**src/rtl/unified_mem_arbiter.sv**
```systemverilog
// Arbiter for the single unified instruction/data memory port shared by IF and MEM.
// Grants in IDLE, holds the access for MEM_LAT cycles, returns registered read data.
module unified_mem_arbiter #(
  parameter int unsigned MEM_LAT      = 2,
  parameter int unsigned MAX_DM_BURST = 4
) (
  input  logic        clk_i,
  input  logic        rst_i,
  input  logic        if_req_i,
  input  logic [31:0] if_addr_i,
  output logic        if_gnt_o,
  output logic        if_rvalid_o,
  output logic [31:0] if_rdata_o,
  input  logic        dm_req_i,
  input  logic        dm_we_i,
  input  logic [31:0] dm_addr_i,
  input  logic [31:0] dm_wdata_i,
  output logic        dm_gnt_o,
  output logic        dm_rvalid_o,
  output logic [31:0] dm_rdata_o,
  output logic        mem_sel_o,
  output logic        mem_en_o,
  output logic        mem_we_o,
  output logic [31:0] mem_addr_o,
  output logic [31:0] mem_wdata_o,
  input  logic [31:0] mem_rdata_i,
  output logic        pipe_stall_o
);

  localparam int unsigned CNT_W = (MEM_LAT > 1) ? $clog2(MEM_LAT) : 1;
  localparam int unsigned STK_W = $clog2(MAX_DM_BURST + 1);

  localparam logic [0:0] S_IDLE = 1'b0;
  localparam logic [0:0] S_BUSY = 1'b1;

  localparam logic [CNT_W-1:0] CNT_LAST = CNT_W'(MEM_LAT - 1);
  localparam logic [STK_W-1:0] STK_MAX  = STK_W'(MAX_DM_BURST);

  logic [0:0]       state_q, state_d;
  logic [CNT_W-1:0] cnt_q, cnt_d;
  logic             owner_q, owner_d;
  logic             we_q, we_d;
  logic [31:0]      addr_q, addr_d;
  logic [31:0]      wdata_q, wdata_d;
  logic [31:0]      if_rdata_q, if_rdata_d;
  logic [31:0]      dm_rdata_q, dm_rdata_d;
  logic             if_rvalid_q, if_rvalid_d;
  logic             dm_rvalid_q, dm_rvalid_d;
  logic [STK_W-1:0] streak_q, streak_d;
  logic             mem_en_q, mem_en_d;
  logic             mem_sel_q, mem_sel_d;
  logic             mem_we_q, mem_we_d;
  logic             if_gnt, dm_gnt;

  // Next-state, arbitration and access sequencing
  always_comb begin
    state_d     = state_q;
    cnt_d       = cnt_q;
    owner_d     = owner_q;
    we_d        = we_q;
    addr_d      = addr_q;
    wdata_d     = wdata_q;
    if_rdata_d  = if_rdata_q;
    dm_rdata_d  = dm_rdata_q;
    if_rvalid_d = 1'b0;
    dm_rvalid_d = 1'b0;
    streak_d    = streak_q;
    if_gnt      = 1'b0;
    dm_gnt      = 1'b0;
    mem_en_d    = 1'b0;
    mem_sel_d   = 1'b0;
    mem_we_d    = 1'b0;

    case (state_q)
      S_IDLE: begin
        // Data has priority until it has starved IF for MAX_DM_BURST grants
        if (if_req_i && (!dm_req_i || (streak_q == STK_MAX))) begin
          if_gnt = 1'b1;
        end else if (dm_req_i) begin
          dm_gnt = 1'b1;
        end
        if (if_gnt || dm_gnt) begin
          state_d = S_BUSY;
          cnt_d   = CNT_LAST;
          owner_d = dm_gnt;
          we_d    = dm_gnt & dm_we_i;
          addr_d  = dm_gnt ? dm_addr_i : if_addr_i;
          if (dm_gnt) begin
            wdata_d = dm_wdata_i;
          end
        end
      end
      S_BUSY: begin
        if (cnt_q == '0) begin
          state_d = S_IDLE;
          if (owner_q) begin
            dm_rvalid_d = 1'b1;
            if (!we_q) begin
              dm_rdata_d = mem_rdata_i;
            end
          end else begin
            if_rvalid_d = 1'b1;
            if_rdata_d  = mem_rdata_i;
          end
        end else begin
          cnt_d = cnt_q - 1'b1;
        end
      end
      default: state_d = S_IDLE;
    endcase

    if (!if_req_i || if_gnt) begin
      streak_d = '0;
    end else if (dm_gnt && (streak_q != STK_MAX)) begin
      streak_d = streak_q + 1'b1;
    end

    // Memory-side controls are registered from the next state
    mem_en_d  = (state_d == S_BUSY);
    mem_sel_d = (state_d == S_BUSY) & owner_d;
    mem_we_d  = (state_d == S_BUSY) && (cnt_d == '0) && we_d && owner_d;
  end

  always_ff @(posedge clk_i or negedge rst_i) begin
    if (!rst_i) begin
      state_q     <= S_IDLE;
      cnt_q       <= '0;
      owner_q     <= 1'b0;
      we_q        <= 1'b0;
      addr_q      <= '0;
      wdata_q     <= '0;
      if_rdata_q  <= '0;
      dm_rdata_q  <= '0;
      if_rvalid_q <= 1'b0;
      dm_rvalid_q <= 1'b0;
      streak_q    <= '0;
      mem_en_q    <= 1'b0;
      mem_sel_q   <= 1'b0;
      mem_we_q    <= 1'b0;
    end else begin
      state_q     <= state_d;
      cnt_q       <= cnt_d;
      owner_q     <= owner_d;
      we_q        <= we_d;
      addr_q      <= addr_d;
      wdata_q     <= wdata_d;
      if_rdata_q  <= if_rdata_d;
      dm_rdata_q  <= dm_rdata_d;
      if_rvalid_q <= if_rvalid_d;
      dm_rvalid_q <= dm_rvalid_d;
      streak_q    <= streak_d;
      mem_en_q    <= mem_en_d;
      mem_sel_q   <= mem_sel_d;
      mem_we_q    <= mem_we_d;
    end
  end

  // Grants and stall are same-cycle; forced low while reset is asserted
  assign if_gnt_o     = rst_i & if_gnt;
  assign dm_gnt_o     = rst_i & dm_gnt;
  assign pipe_stall_o = rst_i & ((state_q == S_BUSY) | (if_req_i & ~if_gnt) | (dm_req_i & ~dm_gnt));

  assign if_rvalid_o = if_rvalid_q;
  assign if_rdata_o  = if_rdata_q;
  assign dm_rvalid_o = dm_rvalid_q;
  assign dm_rdata_o  = dm_rdata_q;
  assign mem_sel_o   = mem_sel_q;
  assign mem_en_o    = mem_en_q;
  assign mem_we_o    = mem_we_q;
  assign mem_addr_o  = addr_q;
  assign mem_wdata_o = wdata_q;

endmodule

```
**config.mk**
```make
export PLATFORM = sky130hd
export DESIGN_NAME = unified_mem_arbiter
export DESIGN_NICKNAME = d
export VERILOG_FILES = /design/src/rtl/unified_mem_arbiter.sv
export SDC_FILE = /design/constraint.sdc
export NUM_CORES = 1
export LEC_CHECK = 0
export BUFFER_PORTS_ARGS = -buffer_cell sky130_fd_sc_hd__buf_4
export CELL_PAD_IN_SITES_DETAIL_PLACEMENT = 1
export CELL_PAD_IN_SITES_GLOBAL_PLACEMENT = 2
export CORE_MARGIN = 5
export CORE_UTILIZATION = 31
export CTS_CLUSTER_SIZE = 30
export DETAILED_ROUTE_END_ITERATION = 10
export GPL_TIMING_DRIVEN = 0
export HOLD_SLACK_MARGIN = 0.05
export PLACE_DENSITY = 0.94
export SYNTH_ARGS = -nofsm -noshare
export SYNTH_HDL_FRONTEND = slang
export SYNTH_SLANG_ARGS = --single-unit
export TNS_END_PERCENT = 30
```
**constraint.sdc**
```tcl
create_clock -name clk_i -period 4.7 [get_ports clk_i]
set_input_delay 0.235 -clock clk_i [delete_from_list [all_inputs] [get_ports clk_i]]
set_output_delay 0.235 -clock clk_i [all_outputs]
set_load 0.01 [all_outputs]
```
==> impl_metrics.env <==
export IMPL_status="finished clean"
export IMPL_firstDrtPassIters=4
export IMPL_cts_tree="built"
export IMPL_globalRouteMet2Util=0.335
export IMPL_post_route_drc_count=0
export IMPL_tightest_slew_ns=0.503
export IMPL_grtUsageTotal=0.189
export IMPL_synth_most_common_cell="dfrtp_1"
export IMPL_hold_viol=0
export IMPL_power_density_nw_per_um2=672
export IMPL_crit_path_end_kind="output pin"
export IMPL_numPortBuffers=267
export IMPL_gr_total_overflow=0
export IMPL_yosysWarnings=0
export IMPL_finalCriticalPeriod_ns=2.46
export IMPL_grt_pass1_vias=5483
export IMPL_reg2regPathDepth=7
export IMPL_syn_to_final_growth_pct=58.7
export IMPL_via_count=4844
export IMPL_htreeDepth=4
export IMPL_start_kind="primary input"
export IMPL_avgSynthCellArea_um2=13.3
export IMPL_syn_area_um2=5840
export IMPL_maxCapViolations=0
export IMPL_criticalPathCategory="in -> out"
export IMPL_cts_resized=0
export IMPL_gp_congestion=0.754
export IMPL_whs_path_depth=2
export IMPL_cp_depth=6
export IMPL_hold_class="in -> reg"
export IMPL_syn_num_nets=574
export IMPL_ir_drop_v=0.000235
export IMPL_fp_dieW_um=147
export IMPL_reg2reg_to="mem_addr_o[28]"
export IMPL_critPathMaxFanout=95
export IMPL_hp_start="dm_wdata_i[1]"
export IMPL_drive_gt1_frac=0.489
export IMPL_slew_limit_headroom=0.665
export IMPL_leakagePower_uw=0.00435
export IMPL_fp_coreArea_um2=18600
export IMPL_tns_ns=0
export IMPL_final_period_utilization=0.524
export IMPL_fmax_mhz=406
export IMPL_n_fill_cell=2021
export IMPL_synth_edf_count=0
export IMPL_critPathMaxStageDelay_ns=0.56
export IMPL_synth_top_area_cell="dfrtp_1"
export IMPL_synth_cell_types=33
export IMPL_synth_common_cells="139 x dfrtp_1, 74 x nand2_1, 37 x mux2_2"
export IMPL_rows=50
export IMPL_netlist_area_leader_share=0.596
export IMPL_clk_latency_ns=0.41
export IMPL_finalMaxSlewViolations=0
export IMPL_grt_max_degree=96
export IMPL_crit_arrival_ns=2.23
export IMPL_synthFlopType="dfrtp_1"
export IMPL_path_cells="dlygate4sd3_1 > buf_6 > buf_16 > nand2_1 > a211oi_1 > buf_4"
export IMPL_io_pins=269
export IMPL_cts_root_buf="clkbuf_16"
export IMPL_synth_area_leaders="dfrtp_1 60%, mux2_4 7.7%, mux2_2 7.1%, mux2_1 5.6%, nand2_1 4.8%"
export IMPL_grt_pass1_wl_um=31900
export IMPL_use_met3=0.0811
export IMPL_skew_ns=0.00985
export IMPL_critPathTopFamily="buffers and inverters"
export IMPL_regToRegStartpoint="streak_q[0]"
export IMPL_dieHeight_um=147
export IMPL_wl_per_cell_um=20.2
export IMPL_met1_usage=0.205
export IMPL_clkSinkCount=139
export IMPL_r2r_slack_ns=2.78
export IMPL_yosysSeqAreaShare=0.596
export IMPL_totalWireLength_um=20800
export IMPL_ys_ff_latch=139
export IMPL_rsz0062_at_grt="no"
export IMPL_clock_path_buffers=2
export IMPL_final_core_util=0.497
export IMPL_critPathRequiredTime_ns=4.47
export IMPL_ys_async_sr_fraction=1.00
export IMPL_synthCells=439
export IMPL_drtAntennaViolNets=0
export IMPL_drtIter0Drc=121
export IMPL_critPathBufInv=4
export IMPL_antenna_found_initial=2
export IMPL_cpMaxStageDelayCell="dlygate4sd3_1"
export IMPL_hpwl_um=14100
export IMPL_start_util=0.313
export IMPL_nNetsFinal=913
export IMPL_vias_per_cell=4.72
export IMPL_die_area_um2=21700
export IMPL_grt_most_used_layer="met2"
export IMPL_cts_buffers=17
export IMPL_clk_pin_slew_ns=0.06
export IMPL_min_to="mem_wdata_o[1]"
export IMPL_setup_viol=0
==> repair_timing <==
action / in CTS / in global routing
endpoints found under the hold margin: 105 / 2
setup buffers: 0 / 0
hold buffers: 50 / 2
==> report_power, final <==
part	switching (uW)	internal [uW]	leakage, uW
sequential	381	1790	0.00167
clock	529	784	0.000278
combinational	1230	1500	0.00240
total	2140	4080	0.00435
==> layer usage <==
| layer | share of wire | routed length [um] | vias to the layer above |
|---|---|---|---|
| li1 | - | - | 2236 |
| met1 | 0.38 | 7970 | 2385 |
| met2 | 0.51 | 10500 | 200 |
| met3 | 0.094 | 1950 | 23 |
| met4 | 0.017 | 350 | 0 |
| met5 | 0 | 0 | - |
==> layout by cell type (no fill, tap or decap), types with 4 or more instances in the layout <==
master | Yosys | final
clkbuf_16 | 0 | 17
mux2_1 | 29 | 29
buf_4 | 1 | 267
clkinv_4 | 0 | 4
buf_2 | 8 | 8
o211ai_1 | 32 | 32
nand2_1 | 74 | 74
dfrtp_1 | 139 | 139
dlygate4sd3_1 | 0 | 52
buf_6 | 4 | 5
mux2_4 | 30 | 30
mux2_2 | 37 | 37
inv_1 | 5 | 5
nand4_1 | 32 | 32
clkbuf_1 | 17 | 18
==> cell type report <==
| type | instances | area, um^2 | share of cell area |
|---|---|---|---|
| sequential | 139 | 3480 | 0.375 |
| timing repair buffer | 320 | 2560 | 0.276 |
| multi-input combinational | 261 | 2120 | 0.229 |
| clock buffer | 18 | 429 | 0.0463 |
| tap | 234 | 293 | 0.0316 |
| buffer | 34 | 220 | 0.0238 |
| clock inverter | 13 | 145 | 0.0157 |
| inverter | 5 | 18.8 | 0.00202 |
| antenna | 2 | 5.00 | 0.000540 |
==> worst max-delay path by stage <==
| stage | from | to |
|---|---|---|
| 2_1_floorplan | streak_q[0] | mem_wdata_o[10] |
| 3_3_place_gp | rst_i | if_gnt_o |
| 3_5_place_dp | streak_q[0] | mem_addr_o[28] |
| 4_1_cts | rst_i | if_gnt_o |
| 5_1_grt | rst_i | if_gnt_o |
| 6_report | rst_i | if_gnt_o |
==> flip-flops by register name, summed over array words and instances, names as in the netlist <==
register	flops
streak_q	3
if_rdata_o	32
mem_en_o	1
mem_sel_o	1
dm_rvalid_o	1
if_rvalid_o	1
we_q	1
mem_wdata_o	32
owner_q	1
dm_rdata_o	32
mem_we_o	1
mem_addr_o	32
cnt_q	1
==> metrics by stage <==
stage	setup slack, ns	power [uW]	cells	hold WS, ns	cell area (um^2)
6_report	2.24	6230	1026	0.0772	9270
5_1_grt	1.96	6600	1026	0.0503	9270
4_1_cts	2.20	6260	1022	0.0516	9240
3_5_place_dp	2.74	4860	941	0.208	8170
3_3_place_gp	2.18	4760	940	0.451	8140
2_1_floorplan	3.08	3440	439	-0.0606	5840
==> cell families after synthesis <==
kind of cell | after synthesis | synth area share
flip-flops | 139 | 0.596
AND/OR/NAND/NOR | 121 | 0.101
multiplexers | 96 | 0.204
AO/OA/AOI/OAI | 42 | 0.0540
buffers and inverters | 39 | 0.0409
adder cells (fa/ha/maj) | 2 | 0.00428
No activity file was read; power rests on OpenSTA's default activity.
